**config.mk**
```make
export PLATFORM = sky130hd
export DESIGN_NAME = gray_quadrature_decoder
export DESIGN_NICKNAME = d
export VERILOG_FILES = /design/src/rtl/gray_quadrature_decoder.sv
export SDC_FILE = /design/constraint.sdc
export NUM_CORES = 1
export LEC_CHECK = 0
export ABC_AREA = 1
export CORE_AREA = 5 5 57 59
export DETAILED_ROUTE_END_ITERATION = 8
export DIE_AREA = 0 0 62 64
export GPL_TIMING_DRIVEN = 1
export PLACE_DENSITY = 0.71
export SETUP_SLACK_MARGIN = 0.05
export SLEW_MARGIN = 20
export SYNTH_ARGS = -nofsm -noshare
export SYNTH_HDL_FRONTEND = slang
export SYNTH_SLANG_ARGS = --single-unit
```
**constraint.sdc**
```tcl
create_clock -name clk -period 2.3 [get_ports clk]
set_clock_uncertainty 0.2 [all_clocks]
set_input_delay 0.69 -clock clk [delete_from_list [all_inputs] [get_ports clk]]
set_output_delay 0.69 -clock clk [all_outputs]
set_load 0.01 [all_outputs]
```
**src/rtl/gray_quadrature_decoder.sv**
```systemverilog
// Quadrature encoder front end: synchronises and debounces channels A/B, then turns
// qualified Gray-code phase changes into a wrapping position count with step/dir/err.
module gray_quadrature_decoder #(
  parameter int DEBOUNCE_CYCLES = 16,
  parameter int CNT_WIDTH       = 4
) (
  input  logic                 clk,
  input  logic                 rst_n,
  input  logic                 quad_a,
  input  logic                 quad_b,
  input  logic                 clear,
  output logic [CNT_WIDTH-1:0] position,
  output logic                 step,
  output logic                 dir,
  output logic                 err,
  output logic                 err_flag
);
  localparam int QW = $clog2(DEBOUNCE_CYCLES + 1);
  localparam logic [QW-1:0] QUAL_TARGET = QW'(DEBOUNCE_CYCLES);

  typedef enum logic [1:0] {S_INIT, S_IDLE, S_QUAL} state_t;

  state_t               state_reg, state_next;
  logic [1:0]           a_sync_reg, b_sync_reg;
  logic [1:0]           g_sync;
  logic [1:0]           g_filt_reg, g_filt_next;
  logic [1:0]           g_cand_reg, g_cand_next;
  logic [QW-1:0]        qual_cnt_reg, qual_cnt_next, cnt_inc;
  logic                 accept_event;
  logic [1:0]           p_old, p_new, delta;
  logic [CNT_WIDTH-1:0] position_next;
  logic                 step_next, dir_next, err_next, err_flag_next;

  // Bit 0 is the metastability-catching stage, bit 1 the synchronised output.
  always_ff @(posedge clk or negedge rst_n) begin
    if (!rst_n) begin
      a_sync_reg <= '0;
      b_sync_reg <= '0;
    end else begin
      a_sync_reg <= {a_sync_reg[0], quad_a};
      b_sync_reg <= {b_sync_reg[0], quad_b};
    end
  end

  assign g_sync = {a_sync_reg[1], b_sync_reg[1]};

  // Phase p = {a, a^b} turns the Gray sequence 00,01,11,10 into 0..3.
  assign p_old = {g_filt_reg[1], ^g_filt_reg};
  assign p_new = {g_sync[1], ^g_sync};
  assign delta = p_new - p_old;

  always_comb begin
    state_next    = state_reg;
    g_filt_next   = g_filt_reg;
    g_cand_next   = g_cand_reg;
    qual_cnt_next = qual_cnt_reg;
    accept_event  = 1'b0;

    // A candidate that holds steady keeps counting; anything new restarts at 1.
    if (state_reg != S_IDLE && qual_cnt_reg != '0 && g_sync == g_cand_reg)
      cnt_inc = qual_cnt_reg + 1'b1;
    else
      cnt_inc = QW'(1);

    case (state_reg)
      S_INIT: begin
        g_cand_next   = g_sync;
        qual_cnt_next = cnt_inc;
        if (cnt_inc == QUAL_TARGET) begin
          g_filt_next   = g_sync;
          qual_cnt_next = '0;
          state_next    = S_IDLE;
        end
      end
      default: begin
        if (g_sync == g_filt_reg) begin
          qual_cnt_next = '0;
          state_next    = S_IDLE;
        end else begin
          g_cand_next   = g_sync;
          qual_cnt_next = cnt_inc;
          if (cnt_inc == QUAL_TARGET) begin
            accept_event  = 1'b1;
            g_filt_next   = g_sync;
            qual_cnt_next = '0;
            state_next    = S_IDLE;
          end else begin
            state_next = S_QUAL;
          end
        end
      end
    endcase
  end

  always_comb begin
    position_next = position;
    dir_next      = dir;
    err_flag_next = err_flag;
    step_next     = 1'b0;
    err_next      = 1'b0;
    if (accept_event) begin
      case (delta)
        2'd1: begin
          position_next = position + 1'b1;
          dir_next      = 1'b1;
          step_next     = 1'b1;
        end
        2'd3: begin
          position_next = position - 1'b1;
          dir_next      = 1'b0;
          step_next     = 1'b1;
        end
        2'd2: begin
          err_next      = 1'b1;
          err_flag_next = 1'b1;
        end
        default: ;
      endcase
    end
    // Clear wins over a same-cycle count or error; the pulses still go out.
    if (clear) begin
      position_next = '0;
      err_flag_next = 1'b0;
    end
  end

  always_ff @(posedge clk or negedge rst_n) begin
    if (!rst_n) begin
      state_reg    <= S_INIT;
      g_filt_reg   <= 2'b00;
      g_cand_reg   <= 2'b00;
      qual_cnt_reg <= '0;
      position     <= '0;
      step         <= 1'b0;
      dir          <= 1'b0;
      err          <= 1'b0;
      err_flag     <= 1'b0;
    end else begin
      state_reg    <= state_next;
      g_filt_reg   <= g_filt_next;
      g_cand_reg   <= g_cand_next;
      qual_cnt_reg <= qual_cnt_next;
      position     <= position_next;
      step         <= step_next;
      dir          <= dir_next;
      err          <= err_next;
      err_flag     <= err_flag_next;
    end
  end
endmodule

```
==> results of run 1 <==
[power groups by stage]
stage	combinational, W	clock [W]	sequential (W)
6_report	0.000223	0.000186	0.000450
3_5_place_dp	0.000193	0	0.000459
5_1_grt	0.000249	0.000210	0.000454
2_1_floorplan	0.000123	0	0.000460
3_3_place_gp	0.000187	0	0.000457
4_1_cts	0.000201	0.000195	0.000451
[how the worst min path moves through the flow]
stage | start | endpoint | slack (ns) | cells after the start
global placement | b_sync_reg[0] | b_sync_reg[1] | 0.14 | 0
floorplan | a_sync_reg[0] | a_sync_reg[1] | 0.13 | 0
CTS | b_sync_reg[0] | b_sync_reg[1] | 0.18 | 0
global route | b_sync_reg[0] | b_sync_reg[1] | 0.18 | 0
finish | b_sync_reg[0] | b_sync_reg[1] | 0.17 | 0
detailed placement | b_sync_reg[0] | b_sync_reg[1] | 0.14 | 0
[repair_timing]
item	in CTS	in global routing
pin swaps	1	7
setup buffers	3	3
resized for setup	2	6
endpoints found under the hold margin	0	0
endpoints found under the setup margin	1	6
[critical path: cells and delay by family (launching register included)]
kind / cells / cell delay (ns)
fa+ha+maj: 2 / 0.44
flops: 1 / 0.41
simple gates: 7 / 0.70
xor+xnor: 1 / 0.22
compound gates: 2 / 0.23
buf+inv: 1 / 0.10
[cells in the final DEF (no fill, tap or decap), types with 3 or more instances in the layout]
cell and instances:
o21ai_1 3, clkbuf_4 3, nand3_2 4, buf_4 11, inv_1 18, nor2_1 12, xnor2_1 4, nand3_1 13
nand2_1 36, dfrtp_1 21, clkdlybuf4s50_1 12
[kinds of logic after synthesis]
group | synth area share (%)
AO/OA/AOI/OAI | 4.326
XOR/XNOR | 4.225
adder cells (fa/ha/maj) | 6.640
buffers and inverters | 6.740
flip-flops | 46.28
AND/OR/NAND/NOR | 31.79
[area by class of cell]
| type | instances | area [um^2] | share of cell area [%] |
|---|---|---|---|
| well taps | 31 | 38.79 | 2.480 |
| inverters | 21 | 81.33 | 5.200 |
| multi-input cells | 99 | 636.9 | 40.72 |
| repair buffers | 23 | 202.7 | 12.96 |
| clock buffers | 4 | 26.28 | 1.680 |
| flip-flops and latches | 23 | 578.1 | 36.96 |
[per-layer routing]
metal | track usage [%] | vias up
li1 | - | 508
met1 | 15.78 | 466
met2 | 21.89 | 17
met3 | 3.622 | 8
met4 | 4.775 | 0
met5 | 0 | -
[cells in the mapped netlist, types with 2 or more instances]
cell / number
o21ai_1: 3
nand2_1: 36
o21ai_0: 2
xnor2_1: 4
nand4_1: 2
nor2_1: 12
nand3_1: 15
xor2_1: 2
ha_1: 5
a21oi_1: 4
nand3_2: 2
dfrtp_1: 23
nand3b_1: 2
inv_1: 20
nor2_4: 2
[per-stage QoR]
stage	hold slack (ns)	total power, W	util [%]	instances
after floorplan	0.1312	0.0005827	-	144
after global placement	0.1387	0.0006437	54.70	191
after detailed placement	0.1378	0.0006516	54.70	191
after CTS	0.1760	0.0008466	56.81	198
after global routing	0.1797	0.0009133	58.74	201
final	0.1685	0.0008597	58.74	201
==> summary.txt, run 1 <==
Logic synthesis
  – Yosys warns: 0
  – Synth Flop Type: dfrtp_1
  – Mapped Nets: 155
  – Mapped Area: 1244 um^2
  – Sequential fraction of the synthesis area: 46.28%
  – Syn_area_per_cell: 8.637 um^2
  – Synth top area cells: dfrtp_1, nand2_1, inv_1, nand3_1, ha_1
  – Synth unique cells: 25
  – Post-synthesis cell count: 144
  – Area share of the largest cell type after synthesis: 46.28%
  – Yosys reg bits: 23
  – Fraction of registers with async set or reset after synthesis: 100.0%
  – Post-synth EDFFs: 0
  – Post-synth top area cell: dfrtp_1

CTS
  – CTS buffer count: 3
  – Clock Tree Buf Depth: 2
  – Clock slew at reported path FFs: 0.12 ns
  – Post-CTS Hold Buffers: 0
  – Clk root buf: clkbuf_4
  – CTS tree: built
  – H-Tree Depth: 1
  – Worst-Skew Late Latency: 0.31 ns
  – CTS Sinks: 23

GRT
  – Tot GR Track Use: 13.16%
  – First-pass GRT wire length: 3988 um
  – Largest net degree at the start of global routing: 24
  – Vias in the first global route: 947
  – Initial antenna violation count: 0
  – GRT overflow: 0

Worst setup path
  – Crit Reg-Reg Startpoint: a_sync_reg[1]
  – Worst R2R End: position[3]
  – Startpoint Class: flop
  – CP cell instances: xnor2_1 > ha_2 > nand3b_1 > nand3_2 > inv_4 > ha_4 > a21oi_4 > nand3b_1 > nand2_1 > nand2_1 > a21oi_2 > nand3_1 > nand2_1
  – CP max-delay cell: dfrtp_1
  – Type of the worst setup path: flop to flop
  – Reg2Reg Depth: 13
  – R2R setup slack: -0.08 ns
  – Max incr delay on CP: 0.41 ns
  – Arrival time at the worst endpoint: 2.43 ns
  – Crit path required time: 2.36 ns
  – Critical path launch point: a_sync_reg[1]
  – CP endpoint kind: flop
  – CP Max Fanout: 3
  – Cell repeated most along the worst path: nand2_1
  – CP Capture Point: position[3]

Job
  – Max_cap viols: 0

Routing
  – DR iter-0 viols: 79
  – Drt wl/cell: 11.99 um
  – Vias per cell: 4.970
  – Post-route ant nets: 0
  – Met2 wire len: 1209 um
  – Wirelength, routed: 2409 um
  – Met3 WL: 81 um
  – DR top layer: met4
  – TritonRoute pass-1 iters: 5
  – DRC Markers: 0
  – Total number of vias: 999
  – WL met1: 1061 um

STA
  – Max-slew violations: 0
  – Slew HR: 77.94%
  – Final Hold Viols: 0
  – RSZ-0062 raised after global routing: true
  – Final setup vio count: 2
  – Max Clk Rate: 420.9 MHz
  – Min Tclk post-route: 2.376 ns
  – Setup TNS: -0.08656 ns
  – Final worst setup slack: -0.07570 ns
  – Worst-Margin Slew: 0.3296 ns
  – Final Cycle Share: 103.3%

Die
  – Die Area: 3968 um^2
  – Core footprint: 2663 um^2
  – Die Y: 64 um
  – # IOs: 13
  – Initial core utilization: 46.71%
  – Rows: 19
  – Die Wd: 62 um

Finish
  – Fillcell total: 234
  – N_diodes: 0
  – Design Area, Final: 1564 um^2
  – Max reg flops: 5
  – Layout Nets: 182
  – Syn-to-layout area delta: 25.75%
  – Layout cells sized above 1: 21.18%

Pwr
  – Comb power frac: 26.0%
  – Leak: 0.8136 nW
  – Switching share of power: 30.41%
  – Flop pwr share: 52.4%
  – PwrDens: 549.7 nW/um^2
  – Internal power: 0.0005983 W
  – Worst IR Drop VDD: 0.4511 mV
  – Psw: 0.0002614 W
  – Clk pwr share: 21.7%

Placed design
  – Dpl ws: -0.01631 ns
  – PortBufs: 12
  – HPWL Detailed: 1681 um
  – Dpl cell area: 1456 um^2
  – GPL Wtd Cong: 0.9000

Min path
  – Worst min-delay path class: flop to flop

Status
  – Status: finished, violations left
  – Failing checks: negative setup slack
Note: power is estimated with default switching activity, not from simulation.
==> inputs of run 2 (changes only) <==
CORE_AREA = 2 2 54 56   (was 5 5 57 59)
DIE_AREA = 0 0 56 58   (was 0 0 62 64)
==> run 2 against run 1 <==
Effect of this change:
- the run still ends with negative setup slack left
- non-clock buffer count shrank 2
- largest cell class unchanged
- final cell count down 1.0%
- global-route usage increased by 2.3 points
- core utilization shrank 0.61 points
- wire length fell by 7.6%
==> summary.txt, run 2 (synthesized netlist as in run 1, its figures left out) <==
Status
  – Status: finished, violations left
  – Failing checks: negative setup slack

Finish
  – Syn-to-layout area delta: 24.45%
  – Final cell count without fillers: 199
  – Layout cells sized above 1: 19.05%
  – Commonest cells after routing, fill and taps aside: nand2_1, dfrtp_1, inv_1
  – Max reg flops: 5
  – Layout Nets: 180
  – Leading cell type in the layout, fill and taps excluded: nand2_1
  – N_diodes: 0
  – Final core occ: 58.13%
  – Design Area, Final: 1548 um^2

Worst setup path
  – Crit path required time: 2.35 ns
  – Cell repeated most along the worst path: nand2_1
  – Arrival time at the worst endpoint: 2.38 ns
  – Worst R2R End: position[3]
  – CP max-delay cell: dfrtp_1
  – Crit. path cell count: 14
  – Buf/Inv on CP: 1
  – Crit Reg-Reg Startpoint: g_filt_reg[0]
  – Critical path launch point: g_filt_reg[0]
  – Critical path's top delay family: simple AND/OR/NAND/NOR gates
  – Reg2Reg Depth: 14
  – Max incr delay on CP: 0.41 ns
  – CP Max Fanout: 4
  – R2R setup slack: -0.03 ns
  – CP endpoint kind: flop
  – CP cell instances: xor2_1 > ha_2 > nand3b_1 > nand3_4 > inv_4 > ha_1 > nand3_2 > nand2_1 > nand2_1 > nand2_1 > nand2_1 > a21oi_1 > nand3_1 > nand2_1
  – CP Capture Point: position[3]
  – Startpoint Class: flop
  – Type of the worst setup path: flop to flop

Placed design
  – Dpl cell area: 1456 um^2
  – GPL Wtd Cong: 0.7839
  – Placed cell count: 191
  – PortBufs: 12
  – HPWL Detailed: 1644 um

STA
  – Final Hold Viols: 0
  – Final setup vio count: 2
  – Max-slew violations: 0
  – Slew HR: 78.22%
  – Final worst setup slack: -0.02878 ns
  – Hold_ws: 0.1692 ns
  – Worst-Margin Slew: 0.3255 ns
  – RSZ-0062 raised after global routing: true
  – Min Tclk post-route: 2.329 ns
  – Max Clk Rate: 429.4 MHz
  – Final Cycle Share: 101.3%

Min path
  – Worst min-delay path class: flop to flop
  – Hold path start: b_sync_reg[0]

Die
  – Rows: 19
  – Die Wd: 56 um
  – # IOs: 13
  – Initial core utilization: 46.71%
  – Die Y: 58 um
  – Core footprint: 2663 um^2
  – Die Area: 3248 um^2

GRT
  – First-pass GRT wire length: 4036 um
  – Initial antenna violation count: 0
  – Vias in the first global route: 956
  – Tot GR Track Use: 15.46%
  – GRT overflow: 0
  – Largest net degree at the start of global routing: 24

Pwr
  – Pwr Total: 0.0008427 W
  – PwrDens: 544.4 nW/um^2
  – Leak: 0.8124 nW
  – Worst IR Drop VDD: 0.4530 mV

CTS
  – CTS Sinks: 23
  – Worst-Skew Late Latency: 0.30 ns
  – Post-CTS Hold Buffers: 0
  – Clk root buf: clkbuf_4
  – CTS tree: built
  – Clock Tree Buf Depth: 2
  – Clock slew at reported path FFs: 0.12 ns
  – H-Tree Depth: 1
  – CTS buffer count: 3

Routing
  – DRC Markers: 0
  – Post-route ant nets: 0
  – Drt wl/cell: 11.18 um
  – DR iter-0 viols: 30
  – Wirelength, routed: 2225 um
  – Vias per cell: 4.884
  – Total number of vias: 972
  – TritonRoute pass-1 iters: 4

Job
  – Max_cap viols: 0
-- run 2: cell types whose count changed in the layout (fill, tap and decap cells not counted), sizes merged --
| cell | before | now |
|---|---|---|
| buf | 11 | 9 |
-- run 2: final cells by class --
cell class                      instances  area [um^2]
Fill cell                             230         1115
Multi-Input combinational cell         99        638.1
Sequential cell                        23        575.6
Timing Repair Buffer                   21        187.7
Inverter                               21        81.33
Tap cell                               31        38.79
Clock buffer                            4        26.28
-- run 2: timing repair --
action | 4_1_cts | 5_1_grt
setup buffers | 3 | 1
pin swaps | 8 | 5
setup endpoints to repair | 1 | 4
gates resized for setup | 4 | 3
-- run 2: power by group --
| group | switching, W | internal, W |
|---|---|---|
| combinational | 0.000113 | 0.0000970 |
| sequential | 0.0000262 | 0.000426 |
| clock | 0.000114 | 0.0000675 |
-- run 2: worst min path at each step --
stage | end | cells after the start
floorplan | a_sync_reg[1] | 0
global placement | b_sync_reg[1] | 0
detailed placement | b_sync_reg[1] | 0
CTS | b_sync_reg[1] | 0
global route | b_sync_reg[1] | 0
finish | b_sync_reg[1] | 0
-- run 2: per-stage QoR --
step	worst slack, ns	setup TNS [ns]
floorplan	0.05829	0
global route	-0.1641	-0.3701
global placement	0.03782	0
finish	-0.02878	-0.05035
detailed placement	-0.05110	-0.05110
CTS	-0.02203	-0.02203
-- run 2: worst register-to-register path, stage by stage (launching register included) --
cell and delay, ns:
dfrtp_1 0.41, xor2_1 0.17, ha_2 0.19, nand3b_1 0.22
nand3_4 0.11, inv_4 0.05, ha_1 0.29, nand3_2 0.09
nand2_1 0.08, nand2_1 0.06, nand2_1 0.07, nand2_1 0.05
a21oi_1 0.13, nand3_1 0.09, nand2_1 0.06
-- run 2: layer usage --
| metal | routed length, um | share of wire, % | GRT usage [%] |
|---|---|---|---|
| met4 | 17 | 0.76 | 4.082 |
| met1 | 1043 | 47 | 20.90 |
| met3 | 77 | 3.5 | 2.009 |
| met5 | 0 | 0 | 0 |
| met2 | 1087 | 49 | 26.55 |
